<file path="config.mk">
export PLATFORM = sky130hd
export DESIGN_NAME = gpr_wb_queue
export DESIGN_NICKNAME = d
export VERILOG_FILES = /design/src/rtl/gpr_wb_queue.sv
export SDC_FILE = /design/constraint.sdc
export NUM_CORES = 1
export LEC_CHECK = 0
export ABC_CLOCK_PERIOD_IN_PS = 2650
export CAP_MARGIN = 20
export CORE_UTILIZATION = 51
export CTS_BUF_LIST = sky130_fd_sc_hd__clkbuf_2 sky130_fd_sc_hd__clkbuf_4 sky130_fd_sc_hd__clkbuf_8
export DETAILED_ROUTE_END_ITERATION = 16
export PLACE_DENSITY_LB_ADDON = 0.05
export SLEW_MARGIN = 15
export SYNTH_ARGS = -nofsm -noshare
export SYNTH_HDL_FRONTEND = slang
export SYNTH_SLANG_ARGS = --single-unit
</file>
<file path="constraint.sdc">
create_clock -name clk -period 2.65 [get_ports clk]
set_input_delay 0.265 -clock clk [delete_from_list [all_inputs] [get_ports clk]]
set_output_delay 0.265 -clock clk [all_outputs]
set_load 0.005 [all_outputs]
</file>
<file path="src/rtl/gpr_wb_queue.sv">
// Write-back queue for the GPR file: two producers enqueue in order, one write per cycle drains.
// Optional macro GPR_WB_BYPASS_EN adds q_data0/q_data1 forwarding of the youngest matching entry.
module gpr_wb_queue #(
  parameter int unsigned DEPTH = 4,
  parameter int unsigned NREGS = 10,
  parameter int unsigned AW    = 4,
  parameter int unsigned DW    = 10,
  localparam int unsigned CW   = $clog2(DEPTH + 1)
) (
  input  logic          clk,
  input  logic          rst,
  input  logic          a_valid,
  output logic          a_ready,
  input  logic [AW-1:0] a_addr,
  input  logic [DW-1:0] a_data,
  input  logic          b_valid,
  output logic          b_ready,
  input  logic [AW-1:0] b_addr,
  input  logic [DW-1:0] b_data,
  input  logic          hold,
  output logic          write,
  output logic [AW-1:0] inaddr,
  output logic [DW-1:0] indata,
  input  logic [AW-1:0] q_addr0,
  output logic          q_hit0,
  input  logic [AW-1:0] q_addr1,
  output logic          q_hit1,
  output logic [CW-1:0] count,
  output logic          addr_err
`ifdef GPR_WB_BYPASS_EN
  ,
  output logic [DW-1:0] q_data0,
  output logic [DW-1:0] q_data1
`endif
);

  localparam int unsigned PW = (DEPTH > 1) ? $clog2(DEPTH) : 1;

  logic [AW-1:0] r_fifo_addr [DEPTH];
  logic [DW-1:0] r_fifo_data [DEPTH];
  logic [PW-1:0] r_wptr, r_rptr;
  logic [CW-1:0] r_count;
  logic          r_addr_err;

  logic          w_a_fire, w_b_fire, w_a_ok, w_b_ok, w_a_enq, w_b_enq, w_pop, w_empty;
  logic [PW-1:0] w_b_slot;

  // Circular pointer advance that also works for non power-of-two depths.
  function automatic logic [PW-1:0] ptr_add(input logic [PW-1:0] p, input int unsigned n);
    return PW'((32'(p) + n) % DEPTH);
  endfunction

  // Ready looks only at registered occupancy; B yields a slot to A when both want in.
  assign a_ready  = r_count < CW'(DEPTH);
  assign b_ready  = a_valid ? (r_count < CW'(DEPTH - 1)) : (r_count < CW'(DEPTH));

  assign w_a_fire = a_valid && a_ready;
  assign w_b_fire = b_valid && b_ready;
  assign w_a_ok   = {1'b0, a_addr} < (AW + 1)'(NREGS);
  assign w_b_ok   = {1'b0, b_addr} < (AW + 1)'(NREGS);
  assign w_a_enq  = w_a_fire && w_a_ok;
  assign w_b_enq  = w_b_fire && w_b_ok;
  assign w_b_slot = w_a_enq ? ptr_add(r_wptr, 1) : r_wptr;

  assign w_empty  = (r_count == '0);
  assign w_pop    = !w_empty && !hold;
  assign write    = w_pop;
  assign inaddr   = w_empty ? '0 : r_fifo_addr[r_rptr];
  assign indata   = w_empty ? '0 : r_fifo_data[r_rptr];
  assign count    = r_count;
  assign addr_err = r_addr_err;

  always_ff @(posedge clk or negedge rst) begin
    if (!rst) begin
      r_wptr     <= '0;
      r_rptr     <= '0;
      r_count    <= '0;
      r_addr_err <= 1'b0;
    end else begin
      r_wptr     <= ptr_add(r_wptr, 32'(w_a_enq) + 32'(w_b_enq));
      r_rptr     <= ptr_add(r_rptr, 32'(w_pop));
      r_count    <= r_count + CW'(w_a_enq) + CW'(w_b_enq) - CW'(w_pop);
      r_addr_err <= (w_a_fire && !w_a_ok) || (w_b_fire && !w_b_ok);
    end
  end

  // Storage needs no reset: occupancy alone decides which slots are live.
  always_ff @(posedge clk) begin
    if (w_a_enq) begin
      r_fifo_addr[r_wptr] <= a_addr;
      r_fifo_data[r_wptr] <= a_data;
    end
    if (w_b_enq) begin
      r_fifo_addr[w_b_slot] <= b_addr;
      r_fifo_data[w_b_slot] <= b_data;
    end
  end

  // Walk oldest to youngest so the last match seen is the youngest.
  always_comb begin
    q_hit0 = 1'b0;
    q_hit1 = 1'b0;
`ifdef GPR_WB_BYPASS_EN
    q_data0 = '0;
    q_data1 = '0;
`endif
    for (int unsigned k = 0; k < DEPTH; k++) begin
      if (k < 32'(r_count)) begin
        if (r_fifo_addr[ptr_add(r_rptr, k)] == q_addr0) begin
          q_hit0 = 1'b1;
`ifdef GPR_WB_BYPASS_EN
          q_data0 = r_fifo_data[ptr_add(r_rptr, k)];
`endif
        end
        if (r_fifo_addr[ptr_add(r_rptr, k)] == q_addr1) begin
          q_hit1 = 1'b1;
`ifdef GPR_WB_BYPASS_EN
          q_data1 = r_fifo_data[ptr_add(r_rptr, k)];
`endif
        end
      end
    end
  end

endmodule

</file>
==> results of run 1 <==
==> sequential cells by signal, summed over array words and instances, names as in the netlist <==
register     count
r_fifo_data     40
r_rptr           2
count            3
r_fifo_addr     16
addr_err         1
r_wptr           2
==> layout by cell type, fill, tap and decap left out, types with 2 or more instances in the layout <==
master	synthesis	final
mux2_2	41	41
nor3_1	7	6
buf_6	6	4
fa_1	2	2
xnor2_2	0	3
inv_1	9	9
or4_1	2	2
nor2_1	4	4
mux4_2	23	23
buf_2	2	2
ha_1	10	10
nor2b_1	13	13
buf_4	1	34
clkdlybuf4s50_1	0	61
clkbuf_8	0	11
edfxtp_1	56	56
clkbuf_4	0	2
nor4_1	2	2
buf_12	1	4
nand2_1	7	7
nand3_1	6	6
xnor2_1	28	25
mux2_4	18	18
xor2_1	8	8
mux2i_1	6	6
a21o_1	3	3
dfrtp_1	8	7
==> how the worst max path moves through the flow <==
stage / startpoint / to / slack, ns
global route: r_rptr[0] / q_hit1 / -0.14
floorplan: count[2] / count[2] / 0.03
CTS: r_rptr[0] / q_hit1 / -0.06
finish: r_rptr[0] / q_hit1 / -0.07
global placement: a_addr[2] / r_fifo_data[3][2] / -0.05
detailed placement: a_addr[2] / r_fifo_data[3][2] / -0.11
==> report_power, final <==
group / internal, mW / total [mW] / leakage [nW] / switching (mW)
Sequential: 1.37 / 1.51 / 0.603 / 0.143
Combinational: 1.84 / 3.17 / 1.38 / 1.33
Clock: 0.506 / 0.861 / 0.106 / 0.355
Total: 3.71 / 5.54 / 2.09 / 1.83
==> layout make-up <==
class                   instances  area share
repair buffers                105       0.184
flip-flops and latches         64       0.346
well taps                     102      0.0234
multi-input cells             192       0.402
clock inverters                 3     0.00781
clock buffers                  13      0.0305
inverters                      10     0.00689
==> timing repair <==
item	4_1_cts	5_1_grt
pin swaps	2	9
setup endpoints to repair	2	7
resized for setup	11	6
gates cloned	1	0
buffers inserted	10	3
==> cell families after synthesis <==
| family | Yosys count |
|---|---|
| flops | 64 |
| xor+xnor | 36 |
| fa+ha+maj | 12 |
| mux | 89 |
| compound gates | 8 |
| buf+inv | 26 |
| simple gates | 47 |
==> through the flow <==
stage          cell area (sq um)  cells
2_1_floorplan               4220    282
3_3_place_gp                5120    461
6_report                    5450    489
3_5_place_dp                5120    461
4_1_cts                     5420    487
5_1_grt                     5450    489
==> per-layer routing <==
layer	routed length (um)	share of wire
met4	139	0.016
met2	4670	0.52
met3	361	0.040
met5	0	0
met1	3780	0.42
==> critical path, cell delays in order, from the launching register on <==
cell     delay, ns
dfrtp_2       0.40
buf_12        0.14
buf_6         0.09
mux4_2        0.53
xnor2_2       0.17
nand3_1       0.08
nor3_1        0.05
or4_1         0.52
buf_2         0.14
==> impl_metrics.py, run 1 <==
metrics = {
    "final_layout": {
        "area.growth.synth_to_final_pct": 29.4,
        "fin_nets": 435,
        "drive_gt1_frac": 0.398,
        "n_antenna_cell": 0,
        "fillers": 608,
        "multi_input_area_sq_um": 2190,
        "final_util": 0.694,
        "final-seq-area_sq_um": 1880,
    },
    "pwr": {
        "ir_drop_mv": 0.400,
        "powerDensity_nw_per_um2": 1020,
        "p_leak_nw": 2.09,
        "finalPower_mw": 5.54,
    },
    "logic_synthesis": {
        "synth_common_cells": "edfxtp_1, mux2_2, xnor2_1, mux4_2, mux2_4",
        "synth-compound-area-share": 0.0131,
        "synth_edf_count": 56,
        "synth_area_leader_cell": "edfxtp_1",
        "ys_ff_latch": 64,
        "yosysMostFrequentCell": "edfxtp_1",
        "muxShareOfSynthArea": 0.316,
        "ys_seq_area_frac": 0.447,
        "yosys.area_share.simple": 0.0701,
        "synth_top_area_frac": 0.399,
        "synth_cell_types": 38,
        "synthXorXnorAreaFrac": 0.0749,
        "avgSynthCellArea_sq_um": 14.9,
        "ys.flop_type": "edfxtp_1",
        "yosys-top-cells-area": "edfxtp_1, mux4_2, mux2_2",
        "syn_area_sq_um": 4210,
        "syn_nets": 335,
        "yosys_warnings": 0,
        "synth_fa_ha_area_frac": 0.0392,
        "async_reset_ff_frac": 0.125,
        "synth_top_family_by_area": "multiplexers",
        "postSynthCellCount": 282,
    },
    "grt": {
        "met3_usage": 0.0517,
        "grt_max_degree": 22,
        "first_global_vias": 2860,
        "use_met1": 0.266,
        "grt_pass1_wl_mm": 14.5,
        "antenna_found_initial": 0,
        "top_usage_layer": "met2",
        "grt_use_total": 0.228,
        "grt.met2_usage": 0.412,
        "grt_overflow": 0,
    },
    "worst_setup_path": {
        "path_class": "register to primary output",
        "ff2ff_setup_slack_ns": 0.35,
        "cp-end-kind": "primary output",
        "startpoint_type": "register",
        "worstPathArrival_ns": 2.46,
        "r2r_start": "count[0]",
        "required_ns": 2.38,
        "rr_worst_depth": 8,
        "cp_max_fo": 8,
        "regToRegEndpoint": "count[2]",
    },
    "clock_network": {
        "cts_hold_buf": 0,
        "worstSkewPairLatency_ns": 0.34,
        "clockBufferDepth": 2,
        "cts_max_level": 3,
        "cts_root_buf": "clkbuf_8",
        "cts.sink_count": 64,
        "numCtsBuffers": 9,
        "cts_tree": "built",
        "path_clk_slew_ns": 0.07,
    },
    "drt": {
        "post_drt_via_cell_ratio": 5.40,
        "drc": 0,
        "wl_per_cell_um": 18.3,
        "vias": 2641,
        "postRouteWirelength_mm": 8.95,
        "drt_iter0_markers": 117,
        "detailedRoute.firstPassIterationCount": 4,
        "detail-route-antenna-nets": 0,
    },
    "floorplan": {
        "die_w_um": 92.9,
        "core_area_sq_um": 7850,
        "rows": 32,
        "num_io_pins": 64,
        "dieArea_sq_um": 8620,
        "chipHeight_um": 92.9,
        "start_util": 0.537,
    },
    "sta": {
        "finalHoldViolCount": 0,
        "worstMarginPinSlew_ns": 0.384,
        "setup_tns_ns": -0.104,
        "finalSetupViolCount": 2,
        "fmax_mhz": 367,
        "finClkSkew_ns": 0.0119,
        "relSlewSlack": 0.738,
        "fin_crit_sh": 1.03,
        "period_minus_slack_ns": 2.72,
        "setup_slack_ns": -0.0746,
        "hold_slack_ns": 0.212,
        "rsz0062_at_grt": "yes",
        "slew_viol_final": 0,
    },
    "placed_design": {
        "place_ws_ns": -0.112,
        "dp_hpwl_mm": 6.53,
        "port_buffers": 63,
        "gp_congestion": 0.887,
    },
    "status": {
        "failed_checks": "setup timing",
        "status": "finished, violations left",
    },
    "hold_path": {
        "min_path_type": "input pin to asynchronous set/reset pin",
    },
    "job": {
        "drv_cap": 0,
    },
}
(Power assumes the default switching activity.)
==> run 2, diff against run 1 <==
--- a/config.mk
+++ b/config.mk
@@ -7,6 +7,7 @@
 export LEC_CHECK = 0
 export ABC_CLOCK_PERIOD_IN_PS = 2650
 export CAP_MARGIN = 20
+export CORE_ASPECT_RATIO = 0.7
 export CORE_UTILIZATION = 51
 export CTS_BUF_LIST = sky130_fd_sc_hd__clkbuf_2 sky130_fd_sc_hd__clkbuf_4 sky130_fd_sc_hd__clkbuf_8
 export DETAILED_ROUTE_END_ITERATION = 16
==> run 2 against run 1 <==
Effect of this change: the run still ends with setup timing left; via count is 1.6% higher; die area hardly changed; wire length is 6.2% higher; hold slack worse by 0.0090 ns; final cell count is 0.20% lower; flip-flop and latch count stayed put; register-to-register slack worse by 0.14 ns; worst setup slack better by 0.020 ns; design area is 1.4% higher; sequential share of layout area is 0.45 points lower; count of clock-buffer cells in the layout is 4 lower; first-iteration DRC count is 9.4% higher; highest routed layer unchanged.
==> impl_metrics.py, run 2 (synthesis results as in run 1) <==
metrics = {
    "status": {
        "status": "finished, violations left",
        "failed_checks": "setup timing",
    },
    "floorplan": {
        "start_util": 0.530,
        "rows": 27,
        "chipHeight_um": 78.0,
        "num_io_pins": 64,
        "core_area_sq_um": 7940,
        "dieArea_sq_um": 8630,
        "die_w_um": 111,
    },
    "pwr": {
        "p_leak_nw": 2.11,
        "ir_drop_mv": 0.602,
        "powerDensity_nw_per_um2": 1020,
        "finalPower_mw": 5.64,
    },
    "grt": {
        "grt_pass1_wl_mm": 15.1,
        "grt_use_total": 0.234,
        "grt_overflow": 0,
        "first_global_vias": 2787,
        "grt_max_degree": 24,
        "antenna_found_initial": 0,
    },
    "worst_setup_path": {
        "cpMaxStageDelayCell": "or4_1",
        "crit_buf_inv": 3,
        "startpoint_type": "register",
        "path_class": "register to primary output",
        "cp_top_family": "simple AND/OR/NAND/NOR gates",
        "worstPathArrival_ns": 2.44,
        "cp_max_fo": 11,
        "path_cells": "buf_4 -> clkbuf_16 -> mux2i_1 -> mux2_2 -> xnor2_1 -> nor4_1 -> or4_1 -> buf_2",
        "critPathMaxStageDelay_ns": 0.50,
        "required_ns": 2.38,
        "cp-end-kind": "primary output",
    },
    "sta": {
        "finalHoldViolCount": 0,
        "finClkSkew_ns": 0.00772,
        "rsz0062_at_grt": "yes",
        "fmax_mhz": 370,
        "relSlewSlack": 0.754,
        "slew_viol_final": 0,
        "finalSetupViolCount": 2,
        "setup_slack_ns": -0.0542,
        "fin_crit_sh": 1.02,
        "worstMarginPinSlew_ns": 0.361,
        "period_minus_slack_ns": 2.70,
    },
    "clock_network": {
        "cts_max_level": 3,
        "worstSkewPairLatency_ns": 0.34,
        "cts_hold_buf": 0,
        "cts_root_buf": "clkbuf_8",
        "cts_tree": "built",
        "cts.sink_count": 64,
        "numCtsBuffers": 9,
        "clockBufferDepth": 2,
        "path_clk_slew_ns": 0.07,
    },
    "drt": {
        "post_drt_via_cell_ratio": 5.50,
        "detailedRoute.firstPassIterationCount": 4,
        "drt_iter0_markers": 128,
        "wl_per_cell_um": 19.5,
        "postRouteWirelength_mm": 9.50,
        "drc": 0,
        "detail-route-antenna-nets": 0,
        "vias": 2684,
    },
    "placed_design": {
        "port_buffers": 63,
        "gp_congestion": 0.811,
        "dp_hpwl_mm": 6.68,
        "place_ws_ns": -0.157,
    },
    "final_layout": {
        "final_common_cell": "clkdlybuf4s50_1",
        "drive_gt1_frac": 0.408,
        "mostFrequentLayoutCells": "clkdlybuf4s50_1, edfxtp_1, mux2_2",
        "top_register": "r_fifo_data",
        "n_antenna_cell": 0,
        "area.growth.synth_to_final_pct": 31.2,
        "largest_register_ff_count": 40,
        "fin_nets": 435,
    },
    "job": {
        "drv_cap": 0,
    },
    "hold_path": {
        "min_path_type": "input pin to asynchronous set/reset pin",
    },
}
[run 2: worst register-to-register path, cell delays in order, from the launching register on]
cell	delay, ns
dfrtp_1	0.54
inv_2	0.10
and3_1	0.23
ha_1	0.44
nor3b_4	0.30
buf_12	0.21
a21o_1	0.17
buf_4	0.17
[run 2: layer usage]
layer / track usage / routed length, um / part of all wire
met5: 0 / 0 / 0
met4: 0.0600 / 95 / 0.010
met3: 0.0695 / 640 / 0.067
met2: 0.347 / 4240 / 0.45
met1: 0.337 / 4530 / 0.48
[run 2: power breakdown]
part	internal, mW	switching [mW]	total (mW)
logic	1.91	1.39	3.30
registers	1.37	0.166	1.54
clock network	0.424	0.382	0.806
total	3.71	1.93	5.64
[run 2: worst paths after layout]
path                       depth (start not counted)  slack (ns)  startpoint                end
max reg2reg                                        7        0.21    count[2]  r_fifo_data[3][2]
min                                                1        0.20         rst           count[0]
max in group asynchronous                          1        2.15         rst          r_rptr[0]
min in group clk                                   3        0.57     b_valid           addr_err
max                                                8       -0.05   r_rptr[1]             q_hit1
min reg2reg                                        1        0.62   r_wptr[1]          r_wptr[1]
[run 2: through the flow]
step / std cells / cell area, sq um / setup TNS, ns / utilization / hold WS [ns]
CTS: 482 / 5430 / -0.114 / 0.684 / 0.206
global route: 488 / 5530 / -0.301 / 0.696 / 0.207
finish: 488 / 5530 / -0.105 / 0.696 / 0.203
detailed placement: 461 / 5160 / -8.01 / 0.651 / 0.586
global placement: 461 / 5160 / -4.13 / 0.651 / 0.568
floorplan: 282 / 4220 / 0 / - / -0.0306
[run 2: timing repair]
| item | CTS | global route |
|---|---|---|
| cloned | 1 | 1 |
| hold endpoints to repair | 0 | 0 |
| pin swaps | 3 | 5 |
| resized for setup | 12 | 8 |
| endpoints found under the setup margin | 2 | 6 |
| buffers inserted | 4 | 6 |
[run 2: area by class of cell]
type                            count  area (sq um)
Multi-Input combinational cell    192          2220
Clock inverter                      7          62.6
Tap cell                          101           126
Clock buffer                        9           124
Inverter                           10          37.5
Sequential cell                    64          1880
Timing Repair Buffer              105          1070
Fill cell                         569          2410
==> run 3, diff against run 2 <==
--- a/config.mk
+++ b/config.mk
@@ -16,3 +16,4 @@
 export SYNTH_ARGS = -nofsm -noshare
 export SYNTH_HDL_FRONTEND = slang
 export SYNTH_SLANG_ARGS = --single-unit
+export TNS_END_PERCENT = 10
==> run 3 against run 2 <==
Effect of this change: the run still ends with setup timing left; via count rose by 0.89%; sequential power about the same; maximum frequency is 0.10% lower; non-clock buffer count is the same; clock skew barely moved; first-iteration DRC count up 10%; wire length rose by 0.36%; worst setup slack lost 0.0028 ns; critical path depth is the same; global-route usage stayed put; clock power hardly changed; critical endpoint unchanged; largest power group unchanged.
==> impl_metrics.py, run 3 (synthesis results as in run 1) <==
metrics = {
    "drt": {
        "drc": 0,
        "vias": 2708,
        "wl_per_cell_um": 19.5,
        "post_drt_via_cell_ratio": 5.55,
        "drt_iter0_markers": 141,
        "detailedRoute.firstPassIterationCount": 4,
        "postRouteWirelength_mm": 9.54,
        "detail-route-antenna-nets": 0,
    },
    "sta": {
        "relSlewSlack": 0.738,
        "setup_slack_ns": -0.0569,
        "setup_tns_ns": -0.0890,
        "worstMarginPinSlew_ns": 0.392,
        "period_minus_slack_ns": 2.71,
        "finalHoldViolCount": 0,
        "slew_viol_final": 0,
        "finClkSkew_ns": 0.00776,
        "fin_crit_sh": 1.02,
        "rsz0062_at_grt": "yes",
        "fmax_mhz": 369,
        "finalSetupViolCount": 2,
    },
    "grt": {
        "first_global_vias": 2787,
        "grt_use_total": 0.234,
        "grt_overflow": 0,
        "grt_max_degree": 24,
        "antenna_found_initial": 0,
        "grt_pass1_wl_mm": 15.1,
    },
    "floorplan": {
        "die_w_um": 111,
        "start_util": 0.530,
        "core_area_sq_um": 7940,
        "chipHeight_um": 78.0,
        "num_io_pins": 64,
        "rows": 27,
        "dieArea_sq_um": 8630,
    },
    "clock_network": {
        "cts_root_buf": "clkbuf_8",
        "clockBufferDepth": 2,
        "worstSkewPairLatency_ns": 0.34,
        "cts_max_level": 3,
        "path_clk_slew_ns": 0.07,
        "cts_tree": "built",
        "cts.sink_count": 64,
        "numCtsBuffers": 9,
    },
    "job": {
        "drv_cap": 0,
    },
    "final_layout": {
        "fin_nets": 435,
        "mostFrequentLayoutCells": "clkdlybuf4s50_1, edfxtp_1, mux2_2",
        "largest_register_ff_count": 40,
        "area.growth.synth_to_final_pct": 31.0,
        "n_antenna_cell": 0,
        "final_util": 0.695,
        "fillers": 567,
        "top_register": "r_fifo_data",
        "drive_gt1_frac": 0.403,
        "instances_no_fill": 488,
        "final_common_cell": "clkdlybuf4s50_1",
    },
    "pwr": {
        "ir_drop_mv": 0.598,
        "p_leak_nw": 2.10,
        "powerDensity_nw_per_um2": 1020,
    },
    "worst_setup_path": {
        "r2r_start": "count[2]",
        "cp-startpoint": "r_rptr[1]",
        "startpoint_type": "register",
        "rr_worst_depth": 7,
        "required_ns": 2.38,
        "cp-end-kind": "primary output",
        "worstPathArrival_ns": 2.44,
        "cp_max_fo": 11,
        "path_class": "register to primary output",
    },
    "placed_design": {
        "dp_cells": 461,
        "place_ws_ns": -0.157,
        "dp_hpwl_mm": 6.68,
        "port_buffers": 63,
        "gp_congestion": 0.811,
    },
    "hold_path": {
        "min_path_type": "input pin to asynchronous set/reset pin",
    },
    "status": {
        "status": "finished, violations left",
        "failed_checks": "setup timing",
    },
}
[run 3: cell types whose count changed in the layout (fill, tap and decap cells not counted)]
cell / previous run / this run
nand3_1: 5 / 6
nand3_2: 2 / 1
nor3_1: 4 / 5
nor3_2: 3 / 2
[run 3: path summary, 6_finish.rpt]
kind | end | slack (ns)
worst max-delay path | q_hit1 | -0.06
worst min-delay path | count[0] | 0.21
worst max register to register | r_fifo_data[3][3] | 0.21
worst min register to register | r_wptr[1] | 0.62
max in group asynchronous | r_rptr[0] | 2.14
min in group clk | addr_err | 0.57
[run 3: final cells by class]
class / count / area (sq um) / area share
Clock buffer: 9 / 124 / 0.0225
Inverter: 10 / 37.5 / 0.00681
Tap cell: 101 / 126 / 0.0229
Timing Repair Buffer: 105 / 1070 / 0.194
Clock inverter: 7 / 62.6 / 0.0113
Sequential cell: 64 / 1880 / 0.342
Multi-Input combinational cell: 192 / 2210 / 0.401
[run 3: report_power, final]
| part | total [mW] | switching (mW) | leakage, nW | internal, mW |
|---|---|---|---|---|
| registers | 1.54 | 0.166 | 0.602 | 1.37 |
| logic | 3.29 | 1.38 | 1.41 | 1.91 |
| clock network | 0.805 | 0.381 | 0.0901 | 0.424 |
| total | 5.63 | 1.93 | 2.10 | 3.71 |
[run 3: worst max-delay path, cell delays in order (launching register included)]
cell       delay (ns)
dfrtp_2          0.43
buf_4            0.16
clkbuf_16        0.17
mux2i_1          0.11
mux2_2           0.31
xnor2_1          0.19
nor4_1           0.08
or4_1            0.50
buf_2            0.14
[run 3: routing by layer]
metal | track usage | share of wire | wire length, um
met3 | 0.0695 | 0.057 | 547
met5 | 0 | 0 | 0
met2 | 0.347 | 0.45 | 4260
met4 | 0.0600 | 0.0080 | 76
met1 | 0.337 | 0.49 | 4660
[run 3: stage by stage]
step | hold WS, ns | area, sq um | power (mW)
6_report | 0.208 | 5520 | 5.63
5_1_grt | 0.207 | 5520 | 5.97
4_1_cts | 0.206 | 5430 | 5.53
3_5_place_dp | 0.586 | 5160 | 4.58
3_3_place_gp | 0.568 | 5160 | 4.54
2_1_floorplan | -0.0306 | 4220 | 3.41
[run 3: what timing repair did]
item | 4_1_cts | 5_1_grt
gates cloned | 1 | 1
hold buffers | 0 | 0
setup buffers | 4 | 6
gates resized for setup | 12 | 6
pin swaps | 3 | 5
setup endpoints to repair | 2 | 6
